**src/rtl/rv32i_lsu_pkg.sv**
```systemverilog
// Shared types for the RV32I load/store unit: funct3 encodings and FSM states.
package rv32i_lsu_pkg;

  typedef enum logic [2:0] {
    F3_B  = 3'b000,
    F3_H  = 3'b001,
    F3_W  = 3'b010,
    F3_BU = 3'b100,
    F3_HU = 3'b101
  } funct3_e;

  typedef enum logic [1:0] {
    IDLE  = 2'd0,
    ISSUE = 2'd1,
    WAIT  = 2'd2
  } lsu_state_e;

  // Access size as encoded in funct3[1:0]
  localparam logic [1:0] SZ_B = 2'b00;
  localparam logic [1:0] SZ_H = 2'b01;
  localparam logic [1:0] SZ_W = 2'b10;

endpackage

```
**src/rtl/lsu_align.sv**
```systemverilog
// Combinational access formatter: alignment/legality check, byte mask,
// store-lane replication and load-result extraction with sign/zero extension.
module lsu_align
  import rv32i_lsu_pkg::*;
#(
  parameter int unsigned DataWidth = 32
) (
  input  logic                 i_we,
  input  logic [2:0]           i_funct3,
  input  logic [1:0]           i_addr_lo,
  input  logic [DataWidth-1:0] i_wdata,
  input  logic [DataWidth-1:0] i_rdata,
  output logic                 o_misaligned,
  output logic                 o_illegal,
  output logic [3:0]           o_mask,
  output logic [DataWidth-1:0] o_wdata,
  output logic [DataWidth-1:0] o_rdata
);

  logic [DataWidth-1:0] w_shifted;

  // Size-dependent mask, replication and alignment check
  always_comb begin
    o_misaligned = 1'b0;
    o_mask       = 4'b1111;
    o_wdata      = i_wdata;
    case (i_funct3[1:0])
      SZ_B: begin
        o_mask  = 4'b0001 << i_addr_lo;
        o_wdata = {4{i_wdata[7:0]}};
      end
      SZ_H: begin
        o_misaligned = i_addr_lo[0];
        o_mask       = 4'b0011 << i_addr_lo;
        o_wdata      = {2{i_wdata[15:0]}};
      end
      SZ_W: begin
        o_misaligned = (i_addr_lo != 2'b00);
      end
      default: begin
        o_misaligned = 1'b0;
      end
    endcase
  end

  // funct3 legality: stores only B/H/W, loads B/H/W/BU/HU
  always_comb begin
    o_illegal = 1'b0;
    if (i_we) begin
      o_illegal = (i_funct3 > 3'b010);
    end else begin
      case (i_funct3)
        3'b011, 3'b110, 3'b111: o_illegal = 1'b1;
        default:                o_illegal = 1'b0;
      endcase
    end
  end

  // Load extraction: shift the addressed lane down, then extend
  always_comb begin
    w_shifted = i_rdata >> {i_addr_lo, 3'b000};
    case (funct3_e'(i_funct3))
      F3_B:    o_rdata = {{24{w_shifted[7]}}, w_shifted[7:0]};
      F3_H:    o_rdata = {{16{w_shifted[15]}}, w_shifted[15:0]};
      F3_BU:   o_rdata = {24'd0, w_shifted[7:0]};
      F3_HU:   o_rdata = {16'd0, w_shifted[15:0]};
      default: o_rdata = i_rdata;
    endcase
  end

endmodule

```
**src/rtl/load_store_unit.sv**
```systemverilog
// Load/store unit: accepts one core access, issues a single-cycle memory
// request, waits for load data (with timeout) and reports completion.
module load_store_unit
  import rv32i_lsu_pkg::*;
#(
  parameter int unsigned DataWidth     = 32,
  parameter int unsigned Address       = 8,
  parameter int unsigned TimeoutCycles = 15
) (
  input  logic                 clk,
  input  logic                 rst,
  input  logic                 lsu_req,
  input  logic                 lsu_we,
  input  logic [2:0]           lsu_funct3,
  input  logic [31:0]          lsu_addr,
  input  logic [31:0]          lsu_wdata,
  output logic                 lsu_busy,
  output logic                 lsu_done,
  output logic [31:0]          lsu_rdata,
  output logic                 lsu_misaligned,
  output logic                 lsu_err,
  output logic                 mem_request,
  output logic                 mem_we_re,
  output logic                 mem_load,
  output logic [3:0]           mem_mask,
  output logic [Address-1:0]   mem_address,
  output logic [DataWidth-1:0] mem_wdata,
  input  logic                 mem_valid,
  input  logic [DataWidth-1:0] mem_rdata
);

  localparam int unsigned     CntW    = $clog2(TimeoutCycles + 1);
  localparam logic [CntW-1:0] CntLast = CntW'(TimeoutCycles - 1);

  lsu_state_e           r_state;
  logic                 r_we;
  logic [2:0]           r_funct3;
  logic [1:0]           r_addr_lo;
  logic [CntW-1:0]      r_cnt;
  logic                 r_done;
  logic                 r_mis;
  logic                 r_err;
  logic [31:0]          r_rdata;
  logic                 r_mem_req;
  logic                 r_mem_we;
  logic                 r_mem_load;
  logic [3:0]           r_mem_mask;
  logic [Address-1:0]   r_mem_addr;
  logic [DataWidth-1:0] r_mem_wdata;

  logic                 w_sel_we;
  logic [2:0]           w_sel_funct3;
  logic [1:0]           w_sel_addr_lo;
  logic                 w_misaligned;
  logic                 w_illegal;
  logic [3:0]           w_mask;
  logic [DataWidth-1:0] w_wdata;
  logic [DataWidth-1:0] w_rdata;

  // One formatter serves both phases: live request fields while IDLE (check,
  // mask, replicate), captured fields afterwards (load extraction in WAIT).
  always_comb begin
    w_sel_we      = lsu_we;
    w_sel_funct3  = lsu_funct3;
    w_sel_addr_lo = lsu_addr[1:0];
    if (r_state != IDLE) begin
      w_sel_we      = r_we;
      w_sel_funct3  = r_funct3;
      w_sel_addr_lo = r_addr_lo;
    end
  end

  lsu_align #(
    .DataWidth(DataWidth)
  ) u_align (
    .i_we         (w_sel_we),
    .i_funct3     (w_sel_funct3),
    .i_addr_lo    (w_sel_addr_lo),
    .i_wdata      (lsu_wdata),
    .i_rdata      (mem_rdata),
    .o_misaligned (w_misaligned),
    .o_illegal    (w_illegal),
    .o_mask       (w_mask),
    .o_wdata      (w_wdata),
    .o_rdata      (w_rdata)
  );

  // FSM with registered memory strobes and completion pulses
  always_ff @(posedge clk or negedge rst) begin
    if (!rst) begin
      r_state     <= IDLE;
      r_we        <= 1'b0;
      r_funct3    <= '0;
      r_addr_lo   <= '0;
      r_cnt       <= '0;
      r_done      <= 1'b0;
      r_mis       <= 1'b0;
      r_err       <= 1'b0;
      r_rdata     <= '0;
      r_mem_req   <= 1'b0;
      r_mem_we    <= 1'b0;
      r_mem_load  <= 1'b0;
      r_mem_mask  <= '0;
      r_mem_addr  <= '0;
      r_mem_wdata <= '0;
    end else begin
      r_done      <= 1'b0;
      r_mis       <= 1'b0;
      r_err       <= 1'b0;
      r_mem_req   <= 1'b0;
      r_mem_we    <= 1'b0;
      r_mem_load  <= 1'b0;
      r_mem_mask  <= '0;
      r_mem_addr  <= '0;
      r_mem_wdata <= '0;
      case (r_state)
        IDLE: begin
          if (lsu_req) begin
            r_we      <= lsu_we;
            r_funct3  <= lsu_funct3;
            r_addr_lo <= lsu_addr[1:0];
            if (w_misaligned) begin
              r_done <= 1'b1;
              r_mis  <= 1'b1;
            end else if (w_illegal) begin
              r_done <= 1'b1;
              r_err  <= 1'b1;
            end else begin
              r_state     <= ISSUE;
              r_mem_req   <= 1'b1;
              r_mem_we    <= lsu_we;
              r_mem_load  <= !lsu_we;
              r_mem_mask  <= w_mask;
              r_mem_addr  <= lsu_addr[Address+1:2];
              r_mem_wdata <= lsu_we ? w_wdata : '0;
            end
          end
        end
        ISSUE: begin
          r_cnt <= '0;
          if (r_we) begin
            r_state <= IDLE;
            r_done  <= 1'b1;
          end else begin
            r_state <= WAIT;
          end
        end
        WAIT: begin
          if (mem_valid) begin
            r_rdata <= w_rdata;
            r_done  <= 1'b1;
            r_state <= IDLE;
          end else if (r_cnt == CntLast) begin
            r_rdata <= '0;
            r_done  <= 1'b1;
            r_err   <= 1'b1;
            r_state <= IDLE;
          end else begin
            r_cnt <= r_cnt + CntW'(1);
          end
        end
        default: r_state <= IDLE;
      endcase
    end
  end

  assign lsu_busy       = (r_state != IDLE);
  assign lsu_done       = r_done;
  assign lsu_rdata      = r_rdata;
  assign lsu_misaligned = r_mis;
  assign lsu_err        = r_err;
  assign mem_request    = r_mem_req;
  assign mem_we_re      = r_mem_we;
  assign mem_load       = r_mem_load;
  assign mem_mask       = r_mem_mask;
  assign mem_address    = r_mem_addr;
  assign mem_wdata      = r_mem_wdata;

endmodule

```
**config.mk**
```make
export PLATFORM = sky130hd
export DESIGN_NAME = load_store_unit
export DESIGN_NICKNAME = d
export VERILOG_FILES = /design/src/rtl/rv32i_lsu_pkg.sv /design/src/rtl/lsu_align.sv /design/src/rtl/load_store_unit.sv
export SDC_FILE = /design/constraint.sdc
export NUM_CORES = 1
export LEC_CHECK = 0
export ABC_AREA = 1
export CAP_MARGIN = 20
export CORE_MARGIN = 4
export CORE_UTILIZATION = 35
export DETAILED_ROUTE_END_ITERATION = 10
export GPL_ROUTABILITY_DRIVEN = 0
export PLACE_DENSITY = 0.65
export SETUP_SLACK_MARGIN = 0.4
export SLEW_MARGIN = 40
export SYNTH_ARGS = -nofsm -noshare
export SYNTH_HDL_FRONTEND = slang
export SYNTH_SLANG_ARGS = --single-unit
```
**constraint.sdc**
```tcl
create_clock -name clk -period 4.2 [get_ports clk]
set_input_delay 0.84 -clock clk [delete_from_list [all_inputs] [get_ports clk]]
set_output_delay 0.84 -clock clk [all_outputs]
set_load 0.01 [all_outputs]
```
==> results of run 1 <==
-- state kept, by name, indices dropped and copies added, names as in the netlist, 2 cells and up --
name,count
lsu_rdata,32
mem_address,8
mem_mask,4
mem_wdata,32
r_addr_lo,2
r_cnt,4
r_funct3,3
r_state,2
-- power groups by stage --
stage | clock network, W | registers [W] | logic, W
global placement | 0 | 0.00138 | 0.00278
global route | 0.000857 | 0.00140 | 0.00311
finish | 0.000794 | 0.00137 | 0.00278
detailed placement | 0 | 0.00138 | 0.00280
CTS | 0.000814 | 0.00137 | 0.00281
floorplan | 0 | 0.00150 | 0.00164
-- placed cells by master, fill, tap and decap left out --
master                            instances
sky130_fd_sc_hd__nand2_1                226
sky130_fd_sc_hd__clkdlybuf4s50_1        163
sky130_fd_sc_hd__inv_1                  101
sky130_fd_sc_hd__dfrtp_1                 94
sky130_fd_sc_hd__nor2_1                  62
sky130_fd_sc_hd__nand3_1                 55
sky130_fd_sc_hd__o21ai_0                 51
sky130_fd_sc_hd__a21oi_1                 13
sky130_fd_sc_hd__nand4_1                 12
sky130_fd_sc_hd__nor2_2                  10
sky130_fd_sc_hd__o211ai_1                 9
sky130_fd_sc_hd__clkbuf_16                9
sky130_fd_sc_hd__nand2_2                  8
sky130_fd_sc_hd__nand2_4                  7
sky130_fd_sc_hd__ha_1                     7
sky130_fd_sc_hd__buf_4                    6
sky130_fd_sc_hd__inv_2                    5
sky130_fd_sc_hd__clkinv_2                 3
sky130_fd_sc_hd__nand3_4                  2
sky130_fd_sc_hd__nand3_2                  2
sky130_fd_sc_hd__clkinv_1                 2
sky130_fd_sc_hd__clkbuf_8                 2
sky130_fd_sc_hd__nor2_4                   1
sky130_fd_sc_hd__nand2_8                  1
sky130_fd_sc_hd__o21ai_1                  1
sky130_fd_sc_hd__o22ai_1                  1
sky130_fd_sc_hd__o21ai_4                  1
sky130_fd_sc_hd__nor2_8                   1
sky130_fd_sc_hd__or2_2                    1
sky130_fd_sc_hd__xor2_1                   1
sky130_fd_sc_hd__o31ai_1                  1
sky130_fd_sc_hd__clkinv_4                 1
sky130_fd_sc_hd__inv_6                    1
sky130_fd_sc_hd__buf_6                    1
-- per-layer routing --
metal | track usage | share of wire
met5 | 0 | 0
met4 | 0.0544 | 0.016
met3 | 0.0486 | 0.068
met2 | 0.283 | 0.46
met1 | 0.242 | 0.45
-- worst max path at each step --
stage,end,slack [ps],cells past startpoint,start
2_1_floorplan,mem_address[0],1440,15,lsu_funct3[1]
3_3_place_gp,mem_mask[0],960,11,lsu_funct3[0]
3_5_place_dp,mem_address[0],950,11,lsu_funct3[0]
4_1_cts,mem_address[0],1310,11,lsu_funct3[0]
5_1_grt,mem_address[0],1130,11,lsu_funct3[0]
6_report,mem_address[0],1320,11,lsu_funct3[0]
-- worst min-delay path, delay by kind of cell, from the launching register on --
| kind | cells | cell delay, ps |
|---|---|---|
| flip-flops | 1 | 350 |
| AND/OR/NAND/NOR | 2 | 100 |
-- logic make-up (layout without fill, tap and decap cells) --
family,count (synthesis),in the layout,share of synthesized area
and+or+nand+nor,388,388,0.336
buffers and inverters,137,294,0.108
DFF,94,94,0.455
adders and majority gates,7,7,0.0170
AOI/OAI and AO/OA,77,77,0.0819
xor gates and xnor gates,1,1,0.00170
-- area by class of cell --
| class | count | area, µm² | area share |
|---|---|---|---|
| Sequential cell | 94 | 2350 | 0.326 |
| Multi-Input combinational cell | 473 | 2250 | 0.312 |
| Timing Repair Buffer | 170 | 1690 | 0.234 |
| Inverter | 108 | 405 | 0.0562 |
| Clock buffer | 11 | 253 | 0.0350 |
| Tap cell | 184 | 230 | 0.0319 |
| Clock inverter | 5 | 32.5 | 0.00451 |
-- metrics by stage --
stage,cells,util
3_5_place_dp,1029,0.479
4_1_cts,1045,0.498
6_report,1045,0.498
5_1_grt,1045,0.498
3_3_place_gp,1029,0.478
2_1_floorplan,704,-
==> results, run 1 <==
- Of the cells placed in the final design, the portion with a size suffix greater than 1 is 0.0720.
- Of the post-synthesis cell area, the dominant cell type holds 0.455.
- The worst reg2reg path endpoint is mem_address[0].
- The cell count of the worst reg-to-reg path is 11.
- The number of resized instances in the post-cts repair step is 0.
- The time the final worst path needs with I/O delays and setup is 2880 ps.
- The combinational share of power is 0.563.
- The synthesized instance count is 704.
- For this run, the leading register cell type out of synthesis is sky130_fd_sc_hd__dfrtp_1.
- Setup repair after global routing left no endpoint under its margin.
- For hold timing, the worst endpoint is lsu_rdata[29].
- The number of buffers and inverters on the critical path is 2.
- The category of the critical setup timing path is input pin to register.
- Grouping stages by cell kind, the critical path spends the most delay in simple AND/OR/NAND/NOR gates.
- The net switching fraction of the power is 0.446.
- The number of placed I/O pins is 187.
- Dividing the synthesized area by the synthesized cell count gives 7.34 µm².
- The die outline height is 129 µm.
- The arrival time of data at the critical path endpoint is 3110 ps.
- The worst register-to-register path has a setup slack of 1500 ps.
- The aggregate global-route resource usage is 0.179.
- The final routed wirelength across all metal layers is 14800 µm.
- The maximum number of pins on one net before global-route repair is 78.
- The tightest min-delay check is of the register to register type.
- Cell internal power was estimated by the tool at 0.00274 W.
- Across all layers, the routed design uses 4763 vias.
- The largest total area in the synthesized netlist belongs to sky130_fd_sc_hd__dfrtp_1.
- Final hold analysis gives a worst-case slack of 481 ps.
- The yosys synthesis warning count is 0.
- The relative slew slack is 0.532.
- The number of clock buffers inserted by TritonCTS is 9.
- The design draws 0.00494 W.
- The launch instance of the worst min-delay path is lsu_rdata[29].
- The static leakage is 3.78 nW.
- Counting stages on the worst path, the most repeated cell is sky130_fd_sc_hd__nand2_1.
- The number of rows in the core area is 44.
- For this design the ratio of total power to cell area is 685 nW/µm².
- Between clock sinks in the finished design, the worst skew comes to 10.3 ps.
- The overall die width is 129 µm.
- The critical-path maximum fanout is 15.
- The detail route stage leaves a number of antenna-violating nets equal to 0.
- The final global-route overflow total is 0.
- The routed via count divided by cell count is 4.56.
- The final cell area excluding filler cells is 7220 µm².
- For the worst setup path, the data required time is 4430 ps.
- The post-CTS setup buffer count is 0.
- In this run, the number of DRC markers left after iteration 0 of detailed routing was 345.
- Timing analysis after detailed placement gives a worst setup slack of 949 ps.
- The core area is 14500 µm².
- The initial utilization of the core area, before any placement, comes to 0.357.
- The wire length per cell after detailed routing is 14.2 µm.
- Counting flops with an async set or reset pin after synthesis yields a share of 1.00.
- Traced cell by cell, the critical path runs through clkdlybuf4s50_1, nand2_1, o21ai_0, ha_1, nand3_1, nand2_1, nand3_4, nand2_4, nor2_8, inv_2, nor2_1.
- The run finished with clean final reports.
- The slew at the pin closest to its max-slew limit is 703 ps.
- By count the netlist is led by sky130_fd_sc_hd__nand2_1 (226), sky130_fd_sc_hd__inv_1 (102), sky130_fd_sc_hd__dfrtp_1 (94), sky130_fd_sc_hd__nor2_1 (62), sky130_fd_sc_hd__nand3_1 (55).
- The number of inserted filler cells in the final layout is 1457.
- The area of the die is 16800 µm².
- The first TritonRoute pass finished after 5 iterations.
- The worst hold path was traced through 2 stages.
- Across the VDD grid, the largest voltage drop is 266 µV.
- The worst flop-to-flop path startpoint is r_state[1].
- Of the total power, the clock network draws 0.161.
- The total placed instance area is 6930 µm².
- The post-synth design cell area is 5160 µm².
- The count of endpoints failing hold in the final timing report is 0.
- The clock tree buffer depth is 2.
- Clock latency on the worst-skew pair, taken at its later pin, is 350 ps.
- The accumulated negative setup slack is 0 ps.
- After synthesis, the cell types taking the most area are sky130_fd_sc_hd__dfrtp_1 (46%), sky130_fd_sc_hd__nand2_1 (16%), sky130_fd_sc_hd__inv_1 (7.4%).
- The repair_antennas step left the layout with diodes totalling 0.
- The quantity of hold-fixing buffers added after cts is 0.
- The sequential power share is 0.276.
- The number of distinct standard cells referenced by the synthesized netlist is 32.
- The peak per-stage delay on the critical path is 530 ps.
- The share of synthesized area occupied by flip-flops and latches is 0.455.
- Counting every net in the synthesized netlist gives 815.
- The initial antenna violation count came to 0.
- The most used standard cell by instance count after synthesis is sky130_fd_sc_hd__nand2_1.
- The layout overhead on the synthesized area is 39.7%.
- The switching power total is 0.00220 W.
- The number of max-slew violations in the final report came to 0.
- The first global-routing pass estimated 23500 µm of wire.
- The net count of the finished layout is 967.
- The maximum achievable frequency is 347 MHz.
- The sort of element at the start of the critical path is an input pin.
- Input and output buffers added on the ports amount to 164.
- For this run, design rule violations remaining after detail routing come to 0.
- The tool flagged a number of max-cap violations equal to 0.
- The final cycle utilization of the critical path is 0.687.
- The total number of H-tree levels is 3.
- The count of state elements after synthesis is 94.
- The cell sitting at the root of the clock tree is a sky130_fd_sc_hd__clkbuf_16.
- STA classifies the critical path endpoint as a register.
- Clock-pin slew was measured on the worst setup and hold paths at 70 ps.
- The number of global-route vias before repair came to 4501.
- In the post-route analysis, the smallest setup slack over all paths is 1320 ps.
- The placed wire-length estimate after detailed placement is 10800 µm.
- TritonCTS built the clock tree.
- The cell with the largest stage delay on the worst path is sky130_fd_sc_hd__ha_1.
- The number of clock sinks is 94.
- Setup violations remaining at the end of the flow were counted as 0.
- The count of flip-flops with a built-in enable after synthesis is 0.
Note: power is estimated with default switching activity, not from simulation.
==> run 2, diff against run 1 <==
==> constraint.sdc (replaced) <==
create_clock -name clk -period 3 [get_ports clk]
set_input_delay 0.6 -clock clk [delete_from_list [all_inputs] [get_ports clk]]
set_output_delay 0.6 -clock clk [all_outputs]
set_load 0.01 [all_outputs]
==> run 2 against run 1 <==
Die area unchanged; sequential cell count is the same; clock skew increased by 1.3 ps; highest routed layer unchanged; final area rose by 0.57%; power rose by 40%; first-iteration DRC count increased by 0.87%; routed wire length is 0.78% higher; largest power group unchanged; sequential power up 40%; setup slack got worse by 670 ps.
==> results, run 2 (synthesized netlist as in run 1, its figures left out) <==
- The flow ran to the end, and the final reports show no timing, DRC or antenna violations.
- For this run, the number of standard cells in the final layout without fillers is 1048.
- In this run the remaining antenna-violating nets after routing total 0.
- The final-report setup violation count is 0.
- The worst min-delay path class is input pin to async pin.
- In the final design database the tool counted 971 nets.
- The count of input and output buffers is 164.
- The final cycle utilization of the critical path is 0.785.
- The initial utilization of the core area, before any placement, comes to 0.357.
- The critical path is of the input pin to register type.
- The floorplan step defined a die boundary enclosing 16800 µm².
- Adding up every negative setup slack in the final design gives 0 ps.
- The count of maximum capacitance violations is 0.
- The number of placed I/O pins is 187.
- Among all stages on the critical path, the largest delay is contributed by sky130_fd_sc_hd__clkdlybuf4s50_1.
- The floorplan has 44 rows.
- The clock transition at the registers of the reported paths is 60 ps.
- The number of max-slew violations in the final report is 0.
- The library cell used as clock root buffer is sky130_fd_sc_hd__clkbuf_16.
- The cell that appears most often on the critical path is sky130_fd_sc_hd__nand2_1.
- In this run the standard cell core region covers 14500 µm².
- In this run the static leakage power is 3.80 nW.
- STA puts the critical path data arrival time at 2590 ps.
- The time the final worst path needs with I/O delays and setup is 2360 ps.
- Leaving out fill and tap cells, the most frequent cell in the layout is sky130_fd_sc_hd__nand2_1.
- For the worst setup path, the data required time is 3230 ps.
- The die is 129 µm tall.
- The first routing iteration left 348 violations.
- Counting along the longest clock path gives a buffer depth of 2.
- The number of global-route vias before repair is 4560.
- The worst flop-to-flop path startpoint is r_state[0].
- Clock tree synthesis inserted a total of 9 buffers.
- The routed via count divided by cell count is 4.61.
- Measured against its own limit, the worst slew margin works out to 0.550.
- The DRC violations left is 0.
- In the layout the commonest cells are sky130_fd_sc_hd__nand2_1 (226), sky130_fd_sc_hd__clkdlybuf4s50_1 (163), sky130_fd_sc_hd__inv_1 (101), sky130_fd_sc_hd__dfrtp_1 (94), sky130_fd_sc_hd__nor2_1 (62).
- Counting the fill cells in the layout gives 1399.
- The detailed-routing iteration count for the pre-antenna-repair pass is 6.
- For the pin with the worst max-slew slack, the measured transition is 675 ps.
- The total number of H-tree levels is 3.
- The tree built by TritonCTS fans out to 94 sinks.
- The first global-routing pass estimated 23800 µm of wire.
- The worst ir drop on vdd is 426 µV.
- Traced cell by cell, the critical path runs through clkdlybuf4s50_1, nand2_1, o21ai_0, inv_1, ha_2, inv_1, nor2_1, nand3_2, nand3_4, nand2_1, nand2_1.
- Wires add up to 14900 µm.
- Timing would allow up to 424 MHz.
- The type of element capturing the critical path is a register.
- Clock latency on the worst-skew pair, taken at its later pin, is 340 ps.
- Setup repair after global routing left no endpoint under its margin.
- TritonCTS built the clock tree.
- In this design, the largest share of critical-path delay is due to buffers and inverters.
- The total instance count after detailed placement is 1032.
- The initial antenna violation count is 0.
- Tracing the worst setup path back leads to its startpoint at lsu_funct3[0].
- The count of endpoints failing hold in the final timing report was 0.
- Detailed placement finished with a half-perimeter wire length of 10900 µm.
- The worst clock skew is 11.6 ps.
- For this design the ratio of total power to cell area is 957 nW/µm².
- The worst path buffer plus inverter count is 3.
- Across every metal layer, demand over resource in global routing totals 0.180.
- For this run the aggregate overflow at the end of global routing stands at 0.
- The number of antenna diodes in the final layout is 0.
- The final route contains 4831 vias.
- Entering global routing, the biggest net connects 73 pins.
- The die is 129 µm wide.
- The peak per-stage delay on the critical path is 480 ps.
- The wire length per cell after detailed routing is 14.2 µm.
- In the final layout, the share of cells above drive strength 1 is 0.0764.
- The quantity of hold-fixing buffers added after cts is 0.
- The layout overhead on the synthesized area is 40.5%.
- The worst setup path is launched from an input pin.
- Of all nets on the critical path, the largest fanout is 16.
-- run 2: final timing paths --
kind | cells after the start | slack [ps] | end
worst min-delay path | 1 | 220 | mem_we_re
worst max-delay path | 11 | 640 | lsu_rdata[23]
worst max register to register | 12 | 710 | lsu_rdata[5]
min in group clk | 2 | 470 | lsu_rdata[29]
max in group asynchronous | 2 | 2170 | mem_wdata[24]
worst min register to register | 2 | 470 | lsu_rdata[29]
-- run 2: layer usage --
| metal | vias to the layer above | routed length (µm) | global-route usage |
|---|---|---|---|
| li1 | 2483 | - | - |
| met1 | 2171 | 6670 | 0.241 |
| met2 | 161 | 6900 | 0.291 |
| met3 | 16 | 1060 | 0.0404 |
| met4 | 0 | 274 | 0.0611 |
| met5 | - | 0 | 0 |
-- run 2: through the flow --
stage          total power [W]  cell area, µm²  setup slack [ps]  hold WS (ps)  utilization
3_5_place_dp           0.00587            6960               155           464        0.481
2_1_floorplan          0.00440            5160               404           304            -
6_report               0.00694            7260               644           218        0.501
5_1_grt                0.00754            7260               430           264        0.501
3_3_place_gp           0.00584            6960               155           463        0.481
4_1_cts                0.00701            7250               403           229        0.501
-- run 2: power breakdown --
group	switching (W)	internal (W)	total [W]	leakage (nW)
logic	0.00238	0.00154	0.00392	2.41
clock network	0.000481	0.000624	0.00111	0.144
registers	0.000215	0.00170	0.00192	1.24
total	0.00308	0.00387	0.00694	3.80
-- run 2: timing repair --
action / CTS / global route
endpoints found under the hold margin: 0 / 0
gates resized for setup: 0 / 1
setup buffers: 0 / 1
endpoints found under the setup margin: 0 / 41
-- run 2: area by class of cell --
cell class / count / area, µm² / share of cell area
Tap cell: 184 / 230 / 0.0317
Multi-Input combinational cell: 473 / 2260 / 0.311
Clock inverter: 3 / 18.8 / 0.00259
Sequential cell: 94 / 2350 / 0.324
Timing Repair Buffer: 174 / 1730 / 0.238
Inverter: 108 / 405 / 0.0559
Clock buffer: 12 / 267 / 0.0367
==> run 3, diff against run 2 <==
--- a/config.mk
+++ b/config.mk
@@ -11,7 +11,7 @@
 export CORE_UTILIZATION = 35
 export DETAILED_ROUTE_END_ITERATION = 10
 export GPL_ROUTABILITY_DRIVEN = 0
-export PLACE_DENSITY = 0.65
+export PLACE_DENSITY = 0.68
 export SETUP_SLACK_MARGIN = 0.4
 export SLEW_MARGIN = 40
 export SYNTH_ARGS = -nofsm -noshare
==> constraint.sdc (replaced) <==
create_clock -name clk -period 2.1 [get_ports clk]
set_input_delay 0.42 -clock clk [delete_from_list [all_inputs] [get_ports clk]]
set_output_delay 0.42 -clock clk [all_outputs]
set_load 0.01 [all_outputs]
==> run 3 against run 2 <==
Via count increased by 4.9%; combinational power is 77% higher; non-clock buffer count rose by 42; critical endpoint is now mem_wdata[0]; largest cell class is now multi-input gates.
==> results, run 3 (synthesized netlist as in run 1, its figures left out) <==
- The number of clock sinks is 94.
- For this configuration, the core starts out at a cell density of 0.357.
- Entering global routing, the biggest net connects 36 pins.
- The detailed router placed 5069 vias in this run.
- The core area is 14500 µm².
- The placed wire-length estimate after detailed placement is 11400 µm.
- The total placed instance area is 7270 µm².
- The first global-routing pass estimated 25200 µm of wire.
- Setup repair after global routing could not meet its margin everywhere.
- The time the final worst path needs with I/O delays and setup is 2010 ps.
- Global routing finished with a remaining overflow of 0.
- The count of maximum capacitance violations is 0.
- The detailed-routing iteration count for the pre-antenna-repair pass is 5.
- The slew at the pin closest to its max-slew limit is 421 ps.
- Walking the worst path, the cells encountered are buf_6, nor2_4, buf_6, nand2_2, nand2_4, ha_1, nand3_4, nand2_4, nor2_8, buf_12, nand2_8, nor2_1.
- The die covers 16800 µm².
- The root buffer cell chosen for the clock tree is sky130_fd_sc_hd__clkbuf_16.
- The worst ir drop on vdd is 544 µV.
- The iteration-0 DRC count of the detailed router is 399.
- The final cell area excluding filler cells is 8060 µm².
- The DRC violations left is 0.
- The H-tree was split into 3 levels.
- The quantity of hold-fixing buffers added after cts is 0.
- The clock tree from TritonCTS is yes.
- The arrival time of data at the critical path endpoint is 2290 ps.
- For the worst setup path, the data required time is 2380 ps.
- The initial antenna violation count came to 0.
- The layout overhead on the synthesized area is 56.0%.
- Leaving out fill and tap cells, the most frequent cell in the layout is sky130_fd_sc_hd__nand2_1.
- The routed via count divided by cell count is 4.63.
- The cell with the largest stage delay on the worst path is sky130_fd_sc_hd__dfrtp_1.
- The sort of element at the start of the critical path is a register.
- The run finished with clean final reports.
- The static leakage is 4.42 nW.
- The type of element capturing the critical path is a register.
- Between clock sinks in the finished design, the worst skew comes to 9.52 ps.
- The die outline height is 129 µm.
- After clock tree synthesis, the clock-pin slew on the worst setup and hold paths is 70 ps.
- The wire length per cell after detailed routing is 14.3 µm.
- The number of diodes added for antenna fixing is 0.
- The overall power is 0.0115 W.
- The count of endpoints failing hold in the final timing report is 0.
- For this design the ratio of total power to cell area is 1430 nW/µm².
- In the final layout, the share of cells above drive strength 1 is 0.165.
- In this run the worst hold path is classified as input pin to async pin.
- The maximum achievable frequency is 496 MHz.
- The category of the critical setup timing path is register to register.
- The accumulated negative setup slack is 0 ps.
- During placement, the flow inserted port buffers numbering 164.
- The final-report setup violation count is 0.
- After filler insertion, the fill cell instance count of the layout stands at 1359.
- The number of nets still failing antenna checks after routing is 0.
- Registers take 2350 µm².
- The number of clock buffers added by TritonCTS is 9.
- For the worst-skew pair, the clock arrives at the later sink with an insertion delay of 350 ps.
- Counting along the longest clock path gives a buffer depth of 2.
- The relative slew slack is 0.719.
- Summing all multi-input logic gate instances after layout gives 2510 µm².
- The peak per-stage delay on the critical path is 410 ps.
- The number of max-slew violations in the final report is 0.
- For this run, the post-layout net count is 1017.
- The final cycle utilization of the critical path is 0.959.
- The number of global-route vias before repair is 4945.
- The number of placed I/O pins is 187.
- The overall die width is 129 µm.
- Leaving out fill and tap cells, the most frequent cells in the layout are sky130_fd_sc_hd__nand2_1 (212), sky130_fd_sc_hd__clkdlybuf4s50_1 (134), sky130_fd_sc_hd__inv_1 (96), sky130_fd_sc_hd__dfrtp_1 (94), sky130_fd_sc_hd__nor2_1 (56).
- The final layout contains routed wiring with a total length of 15600 µm.
- The aggregate global-route resource usage is 0.192.
- Of all nets on the critical path, the largest fanout is 7.
- The number of rows in the core area is 44.
==> run 3: cell count changes in the layout (fill, tap and decap cells not counted), moves of 5 or more <==
| cell | previous run | this run |
|---|---|---|
| sky130_fd_sc_hd__nand3_1 | 55 | 48 |
| sky130_fd_sc_hd__inv_1 | 101 | 96 |
| sky130_fd_sc_hd__nor2_1 | 62 | 56 |
| sky130_fd_sc_hd__buf_4 | 10 | 37 |
| sky130_fd_sc_hd__dlygate4sd2_1 | 0 | 5 |
| sky130_fd_sc_hd__nand2_1 | 226 | 212 |
| sky130_fd_sc_hd__clkdlybuf4s50_1 | 163 | 134 |
| sky130_fd_sc_hd__nand2_2 | 8 | 18 |
| sky130_fd_sc_hd__buf_6 | 0 | 10 |
| sky130_fd_sc_hd__dlymetal6s2s_1 | 0 | 23 |
==> run 3: critical path: cells and delay by family (launching register included) <==
kind / cells / cell delay, ps
flops: 1 / 410
fa+ha+maj: 1 / 270
simple gates: 8 / 810
buf+inv: 3 / 440
==> run 3: per-stage QoR <==
step | instances | setup WS (ps) | util | hold slack (ps)
global placement | 1064 | -261 | 0.502 | 386
global route | 1095 | -20.9 | 0.557 | 31.0
finish | 1095 | 85.2 | 0.557 | 3.90
CTS | 1090 | 104 | 0.547 | 7.87
floorplan | 704 | -130 | - | 124
detailed placement | 1064 | -279 | 0.502 | 387
==> run 3: worst paths after layout <==
check                                   start             to  slack, ps  cells after the start
min in group clk                lsu_rdata[31]  lsu_rdata[31]        480                      2
worst min register to register  lsu_rdata[31]  lsu_rdata[31]        480                      2
max in group asynchronous                 rst  lsu_rdata[13]       1580                      2
worst max register to register     r_state[1]   mem_wdata[0]         90                     12
worst min-delay path                      rst   mem_wdata[4]          4                      1
worst max-delay path               r_state[1]   mem_wdata[0]         90                     12
==> run 3: layout make-up <==
class                   count  share of cell area
repair buffers            216               0.271
clock buffers               9              0.0279
flip-flops and latches     94               0.292
inverters                 108              0.0529
well taps                 184              0.0286
repair inverters            1            0.000932
clock inverters             7              0.0149
multi-input cells         476               0.312
==> run 3: routing by layer <==
layer | global-route usage | vias to the layer above | part of all wire | wire length, µm
li1 | - | 2580 | - | -
met3 | 0.0387 | 30 | 0.057 | 886
met2 | 0.305 | 150 | 0.47 | 7280
met5 | 0 | - | 0 | 0
met4 | 0.0911 | 0 | 0.035 | 544
met1 | 0.252 | 2309 | 0.44 | 6910
==> run 3: repair_timing <==
action	in CTS	in global routing
gates resized for setup	62	38
pin swaps	22	4
setup endpoints to repair	88	107
setup buffers	6	5
gates cloned	4	0
==> run 3: power by group <==
| part | switching [W] | internal [W] | total, W |
|---|---|---|---|
| logic | 0.00396 | 0.00296 | 0.00692 |
| registers | 0.000295 | 0.00243 | 0.00272 |
| clock network | 0.000724 | 0.00117 | 0.00189 |
| total | 0.00498 | 0.00656 | 0.0115 |
